**src/rtl/cok_cevrim_denetleyici_pkg.sv**
```systemverilog
`default_nettype none
// ============================================================================
// Module  : cok_cevrim_denetleyici_pkg
// Purpose : Shared state encoding, defaults and unit opcodes for the
//           multi-cycle unit sequencer.
// Rev     : 1.0
// ============================================================================
package cok_cevrim_denetleyici_pkg;

  typedef enum logic [1:0] {
    CC_BOS   = 2'd0,
    CC_BEKLE = 2'd1,
    CC_IPTAL = 2'd2,
    CC_SONUC = 2'd3
  } cc_durum_t;

  localparam int CC_ZAMAN_ASIMI_VARSAYILAN = 64;

  localparam logic [3:0] CC_KOD_DIV    = 4'h0;
  localparam logic [3:0] CC_KOD_REM    = 4'h1;
  localparam logic [3:0] CC_KOD_AI_MAC = 4'h8;

  // Cycle counter width; one bit minimum so the smallest legal timeout works.
  function automatic int cc_sayac_bit(input int zaman_asimi);
    return (zaman_asimi > 2) ? $clog2(zaman_asimi) : 1;
  endfunction

endpackage
`default_nettype wire

```
**src/rtl/cok_cevrim_denetleyici_son_sonuc_tamponu.sv**
```systemverilog
`default_nettype none
// ============================================================================
// Module  : cc_son_sonuc_tamponu
// Purpose : Single-entry last-result buffer: stores {kod, islec1, islec2,
//           sonuc} and reports a hit for an identical new request.
// Rev     : 1.0
// ============================================================================
module cc_son_sonuc_tamponu #(
  parameter int VERI_BIT  = 32,
  parameter int ISLEM_BIT = 4
) (
  input  logic                 clk_i,
  input  logic                 rstn_i,
  input  logic                 yaz_i,
  input  logic                 temizle_i,
  input  logic [ISLEM_BIT-1:0] kod_i,
  input  logic [VERI_BIT-1:0]  islec1_i,
  input  logic [VERI_BIT-1:0]  islec2_i,
  input  logic [VERI_BIT-1:0]  sonuc_i,
  input  logic [ISLEM_BIT-1:0] sorgu_kod_i,
  input  logic [VERI_BIT-1:0]  sorgu_islec1_i,
  input  logic [VERI_BIT-1:0]  sorgu_islec2_i,
  output logic                 isabet_o,
  output logic [VERI_BIT-1:0]  sonuc_o
);

  logic                 r_gecerli;
  logic [ISLEM_BIT-1:0] r_kod;
  logic [VERI_BIT-1:0]  r_islec1;
  logic [VERI_BIT-1:0]  r_islec2;
  logic [VERI_BIT-1:0]  r_sonuc;

  always_ff @(posedge clk_i or negedge rstn_i) begin
    if (!rstn_i) begin
      r_gecerli <= 1'b0;
      r_kod     <= '0;
      r_islec1  <= '0;
      r_islec2  <= '0;
      r_sonuc   <= '0;
    end else if (temizle_i) begin
      r_gecerli <= 1'b0;
    end else if (yaz_i) begin
      r_gecerli <= 1'b1;
      r_kod     <= kod_i;
      r_islec1  <= islec1_i;
      r_islec2  <= islec2_i;
      r_sonuc   <= sonuc_i;
    end
  end

  assign isabet_o = r_gecerli && (r_kod == sorgu_kod_i) &&
                    (r_islec1 == sorgu_islec1_i) && (r_islec2 == sorgu_islec2_i);
  assign sonuc_o  = r_sonuc;

endmodule
`default_nettype wire

```
**src/rtl/cok_cevrim_denetleyici.sv**
```systemverilog
`default_nettype none
// ============================================================================
// Module  : cok_cevrim_denetleyici
// Purpose : Sequences a long-latency execute-stage unit: latch, start pulse,
//           stall, result hold, flush drain and timeout.
//           COK_CEVRIM_SON_SONUC_EN adds a last-result bypass buffer.
// Rev     : 1.0
// ============================================================================
module cok_cevrim_denetleyici
  import cok_cevrim_denetleyici_pkg::*;
#(
  parameter int VERI_BIT    = 32,
  parameter int ISLEM_BIT   = 4,
  parameter int ETIKET_BIT  = 4,
  parameter int ZAMAN_ASIMI = CC_ZAMAN_ASIMI_VARSAYILAN
) (
  input  logic                  clk_i,
  input  logic                  rstn_i,
  input  logic                  istek_gecerli_i,
  input  logic [ISLEM_BIT-1:0]  istek_kod_i,
  input  logic [VERI_BIT-1:0]   istek_islec1_i,
  input  logic [VERI_BIT-1:0]   istek_islec2_i,
  input  logic [ETIKET_BIT-1:0] istek_etiket_i,
  input  logic                  bosalt_i,
  input  logic                  cek_duraklat_i,
  output logic                  duraklat_o,
  output logic                  birim_basla_o,
  output logic [ISLEM_BIT-1:0]  birim_kod_o,
  output logic [VERI_BIT-1:0]   birim_islec1_o,
  output logic [VERI_BIT-1:0]   birim_islec2_o,
  input  logic [VERI_BIT-1:0]   birim_sonuc_i,
  input  logic                  birim_gecerli_i,
  output logic [VERI_BIT-1:0]   sonuc_o,
  output logic [ETIKET_BIT-1:0] sonuc_etiket_o,
  output logic                  sonuc_gecerli_o,
  output logic                  hata_o
);

  localparam int                  c_sayac_bit = cc_sayac_bit(ZAMAN_ASIMI);
  localparam logic [c_sayac_bit-1:0] c_sayac_son = c_sayac_bit'(ZAMAN_ASIMI - 1);

  cc_durum_t             r_durum;
  logic [c_sayac_bit-1:0] r_sayac;
  logic [ETIKET_BIT-1:0] r_etiket;

  logic                  w_zaman_doldu;
  logic                  w_isabet;
  logic [VERI_BIT-1:0]   w_tampon_sonuc;

  assign w_zaman_doldu = (r_sayac == c_sayac_son);
  assign duraklat_o    = istek_gecerli_i && (r_durum != CC_SONUC);

`ifdef COK_CEVRIM_SON_SONUC_EN
  logic w_tampon_yaz;
  logic w_tampon_temizle;

  assign w_tampon_yaz     = (r_durum == CC_BEKLE) && !bosalt_i && birim_gecerli_i;
  assign w_tampon_temizle = ((r_durum == CC_BEKLE) || (r_durum == CC_IPTAL)) &&
                            w_zaman_doldu && !birim_gecerli_i;

  cc_son_sonuc_tamponu #(
    .VERI_BIT  (VERI_BIT),
    .ISLEM_BIT (ISLEM_BIT)
  ) u_son_sonuc (
    .clk_i          (clk_i),
    .rstn_i         (rstn_i),
    .yaz_i          (w_tampon_yaz),
    .temizle_i      (w_tampon_temizle),
    .kod_i          (birim_kod_o),
    .islec1_i       (birim_islec1_o),
    .islec2_i       (birim_islec2_o),
    .sonuc_i        (birim_sonuc_i),
    .sorgu_kod_i    (istek_kod_i),
    .sorgu_islec1_i (istek_islec1_i),
    .sorgu_islec2_i (istek_islec2_i),
    .isabet_o       (w_isabet),
    .sonuc_o        (w_tampon_sonuc)
  );
`else
  assign w_isabet       = 1'b0;
  assign w_tampon_sonuc = '0;
`endif

  always_ff @(posedge clk_i or negedge rstn_i) begin
    if (!rstn_i) begin
      r_durum         <= CC_BOS;
      r_sayac         <= '0;
      r_etiket        <= '0;
      birim_basla_o   <= 1'b0;
      birim_kod_o     <= '0;
      birim_islec1_o  <= '0;
      birim_islec2_o  <= '0;
      sonuc_o         <= '0;
      sonuc_etiket_o  <= '0;
      sonuc_gecerli_o <= 1'b0;
      hata_o          <= 1'b0;
    end else begin
      birim_basla_o <= 1'b0;
      case (r_durum)
        CC_BOS: begin
          if (istek_gecerli_i && !bosalt_i) begin
            birim_kod_o    <= istek_kod_i;
            birim_islec1_o <= istek_islec1_i;
            birim_islec2_o <= istek_islec2_i;
            r_etiket       <= istek_etiket_i;
            if (w_isabet) begin
              sonuc_o         <= w_tampon_sonuc;
              sonuc_etiket_o  <= istek_etiket_i;
              hata_o          <= 1'b0;
              sonuc_gecerli_o <= 1'b1;
              r_durum         <= CC_SONUC;
            end else begin
              birim_basla_o <= 1'b1;
              r_sayac       <= '0;
              r_durum       <= CC_BEKLE;
            end
          end
        end
        CC_BEKLE: begin
          r_sayac <= r_sayac + 1'b1;
          // A flush that coincides with the unit finishing needs no drain.
          if (bosalt_i) begin
            r_durum <= (birim_gecerli_i || w_zaman_doldu) ? CC_BOS : CC_IPTAL;
          end else if (birim_gecerli_i) begin
            sonuc_o         <= birim_sonuc_i;
            sonuc_etiket_o  <= r_etiket;
            hata_o          <= 1'b0;
            sonuc_gecerli_o <= 1'b1;
            r_durum         <= CC_SONUC;
          end else if (w_zaman_doldu) begin
            sonuc_o         <= '0;
            sonuc_etiket_o  <= r_etiket;
            hata_o          <= 1'b1;
            sonuc_gecerli_o <= 1'b1;
            r_durum         <= CC_SONUC;
          end
        end
        CC_IPTAL: begin
          r_sayac <= r_sayac + 1'b1;
          if (birim_gecerli_i || w_zaman_doldu) begin
            r_durum <= CC_BOS;
          end
        end
        CC_SONUC: begin
          if (bosalt_i || !cek_duraklat_i) begin
            sonuc_gecerli_o <= 1'b0;
            r_durum         <= CC_BOS;
          end
        end
        default: r_durum <= CC_BOS;
      endcase
    end
  end

endmodule
`default_nettype wire

```
**config.mk**
```make
export PLATFORM = sky130hd
export DESIGN_NAME = cok_cevrim_denetleyici
export DESIGN_NICKNAME = d
export VERILOG_FILES = /design/src/rtl/cok_cevrim_denetleyici_pkg.sv /design/src/rtl/cok_cevrim_denetleyici_son_sonuc_tamponu.sv /design/src/rtl/cok_cevrim_denetleyici.sv
export SDC_FILE = /design/constraint.sdc
export NUM_CORES = 1
export LEC_CHECK = 0
export BUFFER_PORTS_ARGS = -buffer_cell sky130_fd_sc_hd__buf_2
export CAP_MARGIN = 20
export CORE_MARGIN = 10
export CORE_UTILIZATION = 45
export CTS_CLUSTER_SIZE = 12
export DETAILED_ROUTE_END_ITERATION = 12
export GPL_TIMING_DRIVEN = 0
export PLACE_DENSITY = 0.86
export SLEW_MARGIN = 20
export SYNTH_ARGS = -nofsm -noshare
export SYNTH_HDL_FRONTEND = slang
export SYNTH_SLANG_ARGS = --single-unit
```
**constraint.sdc**
```tcl
create_clock -name clk_i -period 4.5 [get_ports clk_i]
set_input_delay 0.45 -clock clk_i [delete_from_list [all_inputs] [get_ports clk_i]]
set_output_delay 0.45 -clock clk_i [all_outputs]
set_load 0.05 [all_outputs]
```
# Yosys cells after proc, flatten, opt, wreduce, memory -nomap -nowiden
# Index checks and enable logic that the tools add are counted.
word_totals:
  wordCells: 62
  out_inout_bits: 108
  reg_bits: 119
classes:
  eq_ne: 11
  n_reduce_logical: 16
  mux: 22
  bitwise: 1
  n_addsub: 1
ops:
  columns: ["operator", "n"]
  rows:
  - ["32-bit two-way mux", 2]
  - ["2-bit two-way mux", 7]
  - ["6-bit one-hot mux with 2 select lines", 1]
  - ["2-bit != test (second input constant)", 5]
  - ["4-bit two-way mux", 2]
  - ["2-bit one-hot mux with 4 select lines", 1]
  - ["4-bit AND reduction", 2]
  - ["1-bit two-way mux", 7]
  - ["6-bit by 1-bit adder with 6-bit output (second input constant)", 1]
  - ["6-bit == test (second input constant)", 1]
  - ["6-bit two-way mux", 1]
  - ["2-bit nonzero test", 3]
  - ["2-bit == test (second input constant)", 2]
  - ["4-bit != test (second input constant)", 1]
  - ["2-bit AND reduction", 2]
  - ["3-bit != test (second input constant)", 1]
  - ["3-bit AND reduction", 1]
  - ["2-bit by 1-bit == test with 1-bit output (second input constant)", 1]
  - ["1-bit logical AND", 2]
  - ["1-bit zero test", 2]
  - ["2-bit zero test", 1]
  - ["1-bit logical OR", 2]
  - ["1-bit one-hot mux with 2 select lines", 1]
  - ["2-bit OR reduction", 1]
  - ["1-bit NOT", 1]

# Logic depth before layout (Yosys ltp)
# Gate-level depths: netlist of run 1.
depth:
  depth_word: 5
  ltp_mapped: 7

# Worst setup path after synthesis of run 1
# No wires, ideal clock.
synth_path:
  kind: "register -> output"
  from: "register r_durum[0]"
  to: "output duraklat_o"
  required_ns: 4.050
  path_slack_ns: 2.696
  path_stages_with_launch: 3
  arrival_ns: 1.354
  cell_sequence: "dfrtp_1 -> ha_1 -> nor2b_1"
synth_via:
  elab_chain_len: 2
synth_lines:
  columns: ["element", "line", "text"]
  rows:
  - ["from (decl)", "cok_cevrim_denetleyici.sv:42", "cc_durum_t r_durum;"]
  - ["from (signal assigned)", "cok_cevrim_denetleyici.sv:123", "r_durum <= (birim_gecerli_i || w_zaman_doldu) ? CC_BOS : CC_IPTAL;"]
  - ["2-bit != test", "cok_cevrim_denetleyici.sv:51", "assign duraklat_o = istek_gecerli_i && (r_durum != CC_SONUC);"]
  - ["1-bit logical AND", "cok_cevrim_denetleyici.sv:51", null]
  - ["to (decl)", "cok_cevrim_denetleyici.sv:26", "output logic duraklat_o,"]
# Every way passes these cells.

# Worst setup path after layout of run 1
# Ends and elaborated chain as after synthesis.

==> results of run 1 <==
layer usage:
metal / share of wire / vias up
met2: 0.48 / 190
li1: - / 1957
met1: 0.39 / 1931
met5: 0 / -
met4: 0.019 / 0
met3: 0.11 / 20
repair_timing:
action / CTS / global route
endpoints found under the hold margin: 62 / 0
hold buffers: 1 / 0
buffers inserted: 0 / 0
registers in the layout (all words and copies together) (netlist names):
register         flops
sonuc_o             32
r_etiket             4
birim_islec2_o      32
birim_kod_o          4
sonuc_gecerli_o      1
r_durum              2
birim_islec1_o      32
sonuc_etiket_o       4
r_sayac              6
hata_o               1
birim_basla_o        1
critical path, cell delays in order (launching register included):
cell and delay, ns:
dfrtp_1 0.42, ha_1 0.29, nor2b_1 0.12, buf_2 0.27
kinds of logic (layout without fill, tap and decap cells):
| kind of cell | count (synthesis) | count (layout) | synth area share |
|---|---|---|---|
| AO/OA/AOI/OAI | 53 | 53 | 0.09418 |
| XOR/XNOR | 2 | 2 | 0.003736 |
| adder cells (fa/ha/maj) | 6 | 6 | 0.01601 |
| buffers and inverters | 29 | 280 | 0.03015 |
| flip-flops | 119 | 119 | 0.6350 |
| multiplexers | 4 | 4 | 0.01281 |
| AND/OR/NAND/NOR | 242 | 242 | 0.2081 |
area by class of cell:
cell class	instances	share of cell area
Sequential cell	119	0.4489
Multi-Input combinational cell	307	0.2367
Timing Repair Buffer	219	0.1703
Clock buffer	20	0.06714
Clock inverter	12	0.02999
Tap cell	136	0.02565
Buffer	21	0.01660
Inverter	8	0.004715
worst max path at each step:
stage	from	to	slack (ns)
floorplan	r_durum[0]	duraklat_o	2.70
global placement	rstn_i	birim_islec2_o[4]	1.68
detailed placement	r_durum[1]	sonuc_o[23]	2.62
CTS	r_durum[0]	duraklat_o	2.40
global route	r_durum[0]	duraklat_o	2.34
finish	r_durum[0]	duraklat_o	2.44
metrics by stage:
step	setup slack, ns	utilization
after floorplan	2.696	-
after global placement	1.680	0.5811
after detailed placement	2.621	0.5844
after CTS	2.403	0.6484
after global routing	2.339	0.6484
final	2.440	0.6484
placed cells by master, fill, tap and decap left out, drive strengths merged, types with 2 or more instances in the layout:
cell / synthesis / layout
inv: 7 / 7
mux2: 4 / 4
buf: 13 / 231
nor2: 5 / 5
ha: 6 / 6
clkbuf: 8 / 28
clkinvlp: 1 / 2
clkinv: 0 / 6
xnor2: 2 / 2
bufinv: 0 / 5
nand3: 5 / 5
a32o: 2 / 2
a21oi: 2 / 2
a22o: 32 / 32
nand2: 221 / 221
dfrtp: 119 / 119
o21ai: 5 / 5
a211oi: 2 / 2
nand2b: 5 / 5
==> summary.txt, run 1 <==
Routing
  • First DRT Iteration DRCs: 211
  • 1st-pass router iterations: 6
  • Vias: 4098
  • Drc violations: 0
  • Detail Route Antenna Nets: 0
  • Total Wirelength: 13890 µm
  • Via-to-Cell Ratio: 4.867
  • WL/cell: 16.50 µm

Job
  • Max_cap viols: 0

Floorplanning
  • # rows: 37
  • Num ports: 218
  • Starting Density: 0.4584
  • Core footprint: 10230 µm²
  • Die Ht: 122.1 µm
  • Die ar.: 14900 µm²
  • Die W: 122.1 µm

Cells and area
  • Share of cells above drive strength 1: 0.3867
  • Area of the multi-input gates: 1570 µm²
  • Antenna cell count: 0
  • Nets@finish: 809
  • FILL cells: 789
  • Cell area after layout: 6634 µm²
  • Final cell count without fillers: 842
  • Area added between synthesis and finish: 41.46%
  • Sequential Area: 2978 µm²

Logic synthesis
  • Number of synthesized flops with an enable pin: 0
  • Top-area cell type share of the netlist area: 0.6350
  • Largest cells by area after synthesis: dfrtp_1 (64%), nand2_1 (18%), a22o_1 (6.0%)
  • Most used DFF post-synth: dfrtp_1
  • Post-synth ARST share: 1.000
  • Post-synthesis net count: 571
  • Syn avg cell area: 10.31 µm²
  • Post-synthesis cell area: 4689 µm²
  • Post-synthesis cell count: 455
  • Flops & latches, synth: 119
  • Count of unique library cells instantiated by Yosys: 38
  • Cell accounting for the most synthesized area: dfrtp_1
  • Yosys Warn Count: 0
  • Sequential fraction of the synthesis area: 0.6350
  • Count leader, synth: nand2_1
  • Commonest cells in the synthesized netlist: nand2_1 (220), dfrtp_1 (119), a22o_1 (32), clkbuf_1 (8), buf_2 (7)

Timing
  • Setup TNS: 0 ns
  • Fin. max-slew vios: 0
  • Slew @ Worst Pin: 0.5784 ns
  • Unrepaired setup endpoints after global routing: no
  • Clk_skew: 0.009044 ns
  • Max-slew headroom: 0.6144
  • WHS: 0.1295 ns
  • Final hold violations: 0
  • Fmax: 485.5 MHz
  • Final Setup Violations: 0
  • Final min period: 2.060 ns
  • Tcrit/Tclk final: 0.4577

Global route
  • Grt ovf: 0
  • First-pass GRT wire length: 21470 µm
  • M1 GR Usage: 0.2028
  • Initial antenna violation count: 0
  • Routing usage on met3: 0.08696
  • Global-route usage over all layers: 0.1825
  • Vias in the first global route: 4269
  • M2 GR Usage: 0.2971
  • Largest net degree at the start of global routing: 64
  • Top Usage Layer GRT: met2

Placed design
  • Placed instance area: 5979 µm²
  • Final RePlAce weighted congestion: 0.8557
  • Post-DP HPWL: 10330 µm
  • Port Buffers: 217
  • Post-Place Cells: 809

Critical path
  • Logic depth of the worst register-to-register path: 6
  • Reg-to-Reg Start: r_durum[1]
  • Worst path arrival time: 1.61 ns
  • Worst setup SP type: flop
  • Setup CP Type: flop to output port
  • R2R Setup Slk: 2.59 ns
  • CP Max Fanout: 5
  • Worst EP required: 4.05 ns
  • Critical path endpoint category: output port
  • Worst flop-to-flop path endpoint: sonuc_o[10]

Clock tree
  • Num CTS Buffers: 17
  • Worst-skew pair later-pin latency: 0.51 ns
  • Cts repair resizes: 0
  • CTS sink count: 119
  • Worst-path clk slew: 0.06 ns
  • Clock buffer depth: 2
  • CTS HTree Levels: 4
  • CTS tree: built
  • Clock Root Buffer: clkbuf_8

Status
  • Status: finished, final reports clean

Hold path
  • Min-delay worst type: input port to flop
  • Worst Hold Path Cells: 3
  • Hold path endpoint: birim_islec1_o[7]
  • Hold path start: istek_islec1_i[7]
Power of run 1 is left out: the tool's default activity adds up to more than one toggle a clock period on the data nets, which glitch-free logic cannot reach.
==> run 2: changes to the inputs <==
- CORE_UTILIZATION: 45 -> 42
- PLACE_DENSITY: 0.86 -> 0.84
- clock period: 4.5 -> 1.85 ns (I/O delays scaled with it)
==> run 2 against run 1 <==
Cell count is 13% higher. Cell area rose by 14%. Flip-flop and latch count is the same. Via count rose by 14%. Sequential share of layout area shrank 5.6 points. First-iteration DRC count up 53%. Global-route usage increased by 3.2 points.
==> summary.txt, run 2 (synthesized netlist as in run 1, its figures left out) <==
Critical path
  • Worst EP required: 2.24 ns
  • Worst setup SP type: flop
  • Worst path arrival time: 2.13 ns
  • CP Max Fanout: 10
  • Logic depth of the worst register-to-register path: 6
  • Setup CP Type: flop to flop
  • Critical path endpoint category: flop

Floorplanning
  • Num ports: 218
  • Die ar.: 15790 µm²
  • Core footprint: 10890 µm²
  • # rows: 38
  • Starting Density: 0.4307
  • Die W: 125.7 µm
  • Die Ht: 125.7 µm

Timing
  • Final Setup Violations: 0
  • Tcrit/Tclk final: 0.9385
  • Max-slew headroom: 0.6765
  • Final hold violations: 0
  • Fin. max-slew vios: 0
  • Fmax: 576.0 MHz
  • Worst Slack Setup Final: 0.1138 ns
  • Clk_skew: 0.01235 ns
  • Unrepaired setup endpoints after global routing: no
  • Slew @ Worst Pin: 0.4853 ns
  • Final min period: 1.736 ns

Routing
  • WL/cell: 17.96 µm
  • 1st-pass router iterations: 4
  • Detail Route Antenna Nets: 0
  • First DRT Iteration DRCs: 323
  • Total Wirelength: 17050 µm
  • Via-to-Cell Ratio: 4.905
  • Vias: 4655
  • Drc violations: 0

Cells and area
  • Most frequent cells in the layout: buf_2 (220), nand2_1 (220), dfrtp_1 (119), dlygate4sd3_1 (105), a22o_1 (32)
  • Biggest regs: birim_islec1_o (32), birim_islec2_o (32), sonuc_o (32)
  • Share of cells above drive strength 1: 0.3420
  • Area added between synthesis and finish: 61.77%
  • Cell area after layout: 7586 µm²
  • Nets@finish: 913

Clock tree
  • Clock Root Buffer: clkbuf_8
  • CTS sink count: 119
  • Worst-skew pair later-pin latency: 0.52 ns
  • Clock buffer depth: 2
  • Worst-path clk slew: 0.05 ns
  • CTS HTree Levels: 4
  • CTS tree: built
  • Num CTS Buffers: 17

Global route
  • First-pass GRT wire length: 26920 µm
  • Grt ovf: 0
  • Largest net degree at the start of global routing: 72
  • Vias in the first global route: 5161
  • Global-route usage over all layers: 0.2140
  • Initial antenna violation count: 1

Power
  • P_leak: 4.168 nW
  • Pwr/cell area: 2100 nW/µm²
  • Power share of the sequential group: 0.295
  • Worst IR drop on VDD: 1556 µV
  • Clock Power Share: 0.180
  • Sw frac: 0.5093
  • Internal Power: 0.007818 W
  • Comb pwr share: 0.525
  • Switching pwr: 0.008115 W

Hold path
  • Min-delay worst type: input port to flop
  • Worst Hold Path Cells: 4

Placed design
  • Port Buffers: 217
  • Placed instance area: 5984 µm²
  • Final RePlAce weighted congestion: 0.8971
  • Place WS: -0.2538 ns
  • Post-DP HPWL: 10600 µm

Job
  • Max_cap viols: 0

Status
  • Status: finished, final reports clean
run 2: changes by cell type in the layout (fill, tap and decap cells not counted), moves of 3 or more:
cell           delta
dlygate4sd3_1   +104
clkbuf_2          +6
bufinv_16         -4
buf_2             -3
buf_4             +3
clkbuf_1          -3
clkinv_4          -3
run 2: cell type report:
class / instances / area [µm²]
fill: 734 / 3302
sequential: 119 / 2978
timing repair buffer: 323 / 2173
multi-input combinational: 307 / 1582
clock buffer: 24 / 460.4
tap: 140 / 175.2
buffer: 21 / 130.1
clock inverter: 5 / 50.05
inverter: 8 / 32.53
antenna: 2 / 5.005
run 2: path summary, 6_finish.rpt:
check / startpoint / to / slack (ns)
worst max-delay path: r_sayac[0] / sonuc_o[13] / 0.11
worst min-delay path: cek_duraklat_i / sonuc_gecerli_o / 0.11
worst max register to register: r_sayac[0] / sonuc_o[13] / 0.11
worst min register to register: birim_islec1_o[24] / birim_islec1_o[24] / 0.47
max in group asynchronous: rstn_i / r_sayac[5] / 0.96
min in group asynchronous: rstn_i / sonuc_o[10] / 0.20
run 2: per-stage QoR:
stage          TNS [ns]  hold slack, ns  std cells  utilization  total power (W)
2_1_floorplan         0         -0.1106        455            -          0.01062
3_3_place_gp     -88.79          0.3747        812       0.5465          0.01254
3_5_place_dp     -2.994          0.1573        813       0.5496          0.01277
4_1_cts               0         0.08091        947       0.6941          0.01590
5_1_grt               0          0.1131        948       0.6965          0.01676
6_report              0          0.1104        949       0.6967          0.01593
run 2: worst max-delay path: stages, from the launching register on:
cell and delay [ns]:
dfrtp_1 0.39, ha_1 0.25, nand4b_1 0.13, o22ai_2 0.27
nand2_4 0.18, buf_6 0.19, a22o_1 0.20
run 2: what timing repair did:
item / in CTS / in global routing
endpoints found under the setup margin: 27 / 93
hold buffers: 105 / 0
hold endpoints to repair: 152 / 0
pin swaps: 0 / 1
buffers inserted: 0 / 0
resized for setup: 5 / 20
run 2: power by group through the flow:
| stage | Clock, W | Combinational [W] | Sequential, W |
|---|---|---|---|
| after floorplan | 0 | 0.00184 | 0.00878 |
| after global placement | 0 | 0.00796 | 0.00458 |
| after detailed placement | 0 | 0.00811 | 0.00467 |
| after CTS | 0.00293 | 0.00832 | 0.00465 |
| after global routing | 0.00307 | 0.00886 | 0.00484 |
| final | 0.00287 | 0.00836 | 0.00471 |
run 2: per-layer routing:
layer | vias to the layer above | routed length [µm] | GRT usage
met5 | - | 0 | 0
met4 | 0 | 660 | 0.1172
met3 | 52 | 1626 | 0.08305
met2 | 255 | 8210 | 0.3527
met1 | 2185 | 6550 | 0.2331
li1 | 2163 | - | -
Note: power is estimated with default switching activity, not from simulation.
==> run 3: changes to the inputs <==
- CORE_ASPECT_RATIO: unset -> 2
==> run 3 against run 2 <==
Die area rose by 1.6%. Clock power is 9.1% higher. Register-to-register slack hardly changed. Sequential share of layout area grew 1.0 points. Critical path type unchanged. Largest power group unchanged.
==> summary.txt, run 3 (synthesized netlist as in run 1, its figures left out) <==
Global route
  • Global-route usage over all layers: 0.2038
  • Grt ovf: 0
  • Vias in the first global route: 5104
  • First-pass GRT wire length: 25720 µm
  • Initial antenna violation count: 1
  • Largest net degree at the start of global routing: 62

Placed design
  • Post-DP HPWL: 10980 µm
  • Post-Place Cells: 813
  • Place WS: -0.1263 ns
  • Port Buffers: 217
  • Final RePlAce weighted congestion: 0.8187

Power
  • Internal Power: 0.007924 W
  • Worst IR drop on VDD: 1335 µV
  • Switching pwr: 0.008181 W
  • Power share of the sequential group: 0.291
  • Pwr/cell area: 2178 nW/µm²
  • Clock Power Share: 0.194
  • P_leak: 4.084 nW
  • Sw frac: 0.5080
  • Comb pwr share: 0.514

Timing
  • Slew @ Worst Pin: 0.5724 ns
  • Tcrit/Tclk final: 0.9344
  • Final min period: 1.729 ns
  • Final Setup Violations: 0
  • WHS: 0.01509 ns
  • Fmax: 578.5 MHz
  • Worst Slack Setup Final: 0.1214 ns
  • Fin. max-slew vios: 0
  • Unrepaired setup endpoints after global routing: no
  • Clk_skew: 0.006159 ns
  • Final hold violations: 0
  • Max-slew headroom: 0.6184

Floorplanning
  • Starting Density: 0.4284
  • Num ports: 218
  • Die ar.: 16050 µm²
  • Die W: 94.72 µm
  • # rows: 54
  • Die Ht: 169.4 µm
  • Core footprint: 10950 µm²

Routing
  • Total Wirelength: 16220 µm
  • Detail Route Antenna Nets: 0
  • Drc violations: 0
  • First DRT Iteration DRCs: 168
  • 1st-pass router iterations: 7
  • Via-to-Cell Ratio: 4.949
  • WL/cell: 17.48 µm
  • Vias: 4593

Clock tree
  • CTS tree: built
  • Worst-skew pair later-pin latency: 0.40 ns
  • CTS HTree Levels: 4
  • Clock Root Buffer: clkbuf_16
  • Clock buffer depth: 2
  • Worst-path clk slew: 0.05 ns
  • Num CTS Buffers: 17
  • CTS sink count: 119

Critical path
  • CP startpoint: r_durum[0]
  • Worst path arrival time: 2.06 ns
  • Worst setup SP type: flop
  • Critical path's slowest cell: dfrtp_1
  • Setup CP Type: flop to flop
  • Top cell family by delay on the critical path: buffers and inverters
  • Slowest cell delay on critical path: 0.41 ns
  • Worst-path cell chain: inv_1 -> ha_1 -> nand3b_4 -> buf_2 -> buf_2 -> nand2_1 -> nand2_1
  • Worst EP required: 2.18 ns
  • Buf/Inv on CP: 3
  • CP Max Fanout: 10
  • Reg-to-Reg Start: r_durum[0]
  • Critical path endpoint category: flop

Cells and area
  • Biggest regs: birim_islec1_o (32), birim_islec2_o (32), sonuc_o (32)
  • Most frequent cells in the layout: buf_2 (222), nand2_1 (220), dfrtp_1 (119), dlygate4sd3_1 (82), a22o_1 (32)
  • Area of the multi-input gates: 1579 µm²
  • Area added between synthesis and finish: 57.71%
  • FILL cells: 779
  • Final cell count without fillers: 928
  • Sequential Area: 2978 µm²
  • Commonest non-fill, non-tap cell in the layout: buf_2
  • Share of cells above drive strength 1: 0.3558
  • Nets@finish: 890

Status
  • Status: finished, final reports clean

Hold path
  • Min-delay worst type: input port to flop
  • Hold path start: istek_islec1_i[4]

Job
  • Max_cap viols: 0
==> run 3: cell count changes in the layout (fill, tap and decap cells not counted), sizes merged <==
cell         change
buf              -1
bufinv           +1
clkbuf           -4
clkinv           +2
clkinvlp         +4
diode            -1
dlygate4sd3     -23
inv              +1
==> run 3: worst paths after layout <==
path | cells after the start | slack (ns) | end
max reg2reg | 7 | 0.12 | birim_islec1_o[11]
max in group asynchronous | 3 | 0.86 | birim_islec1_o[9]
min reg2reg | 2 | 0.47 | birim_islec2_o[15]
max | 7 | 0.12 | birim_islec1_o[11]
min in group asynchronous | 2 | 0.33 | sonuc_o[5]
min | 3 | 0.02 | birim_islec1_o[4]
==> run 3: layout make-up <==
cell class | count | area share
Sequential cell | 119 | 0.4026
Timing Repair Buffer | 300 | 0.2624
Multi-Input combinational cell | 307 | 0.2135
Clock buffer | 19 | 0.05853
Tap cell | 140 | 0.02368
Clock inverter | 13 | 0.01793
Buffer | 21 | 0.01675
Inverter | 8 | 0.004229
Antenna cell | 1 | 0.0003384
==> run 3: stage by stage <==
stage	power, W	instance area [µm²]	utilization	setup TNS, ns
4_1_cts	0.01614	7381	0.6743	0
2_1_floorplan	0.01062	4690	-	0
6_report	0.01611	7396	0.6757	0
3_5_place_dp	0.01279	5984	0.5468	-0.7911
5_1_grt	0.01691	7396	0.6757	0
3_3_place_gp	0.01252	5951	0.5437	-87.84
==> run 3: worst register-to-register path, stage by stage, from the launching register on <==
cell and delay (ns):
dfrtp_1 0.41, inv_1 0.11, ha_1 0.27, nand3b_4 0.16, buf_2 0.27, buf_2 0.25
nand2_1 0.08, nand2_1 0.10
==> run 3: power groups by stage <==
| stage | sequential [W] | clock [W] | combinational (W) |
|---|---|---|---|
| final | 0.00469 | 0.00313 | 0.00828 |
| after global routing | 0.00484 | 0.00330 | 0.00877 |
| after CTS | 0.00467 | 0.00318 | 0.00829 |
| after detailed placement | 0.00467 | 0 | 0.00812 |
| after global placement | 0.00460 | 0 | 0.00792 |
| after floorplan | 0.00878 | 0 | 0.00184 |
==> run 3: metal layers <==
| layer | GRT usage | wire, µm |
|---|---|---|
| met5 | 0 | 0 |
| met4 | 0.1034 | 629 |
| met3 | 0.07355 | 1424 |
| met2 | 0.3616 | 8667 |
| met1 | 0.1989 | 5501 |
==> run 3: what timing repair did <==
item                                    CTS  global route
hold endpoints to repair                141             0
buffers inserted                          0             0
gates resized for setup                   4            11
endpoints found under the setup margin   43            80
hold buffers                             82             0
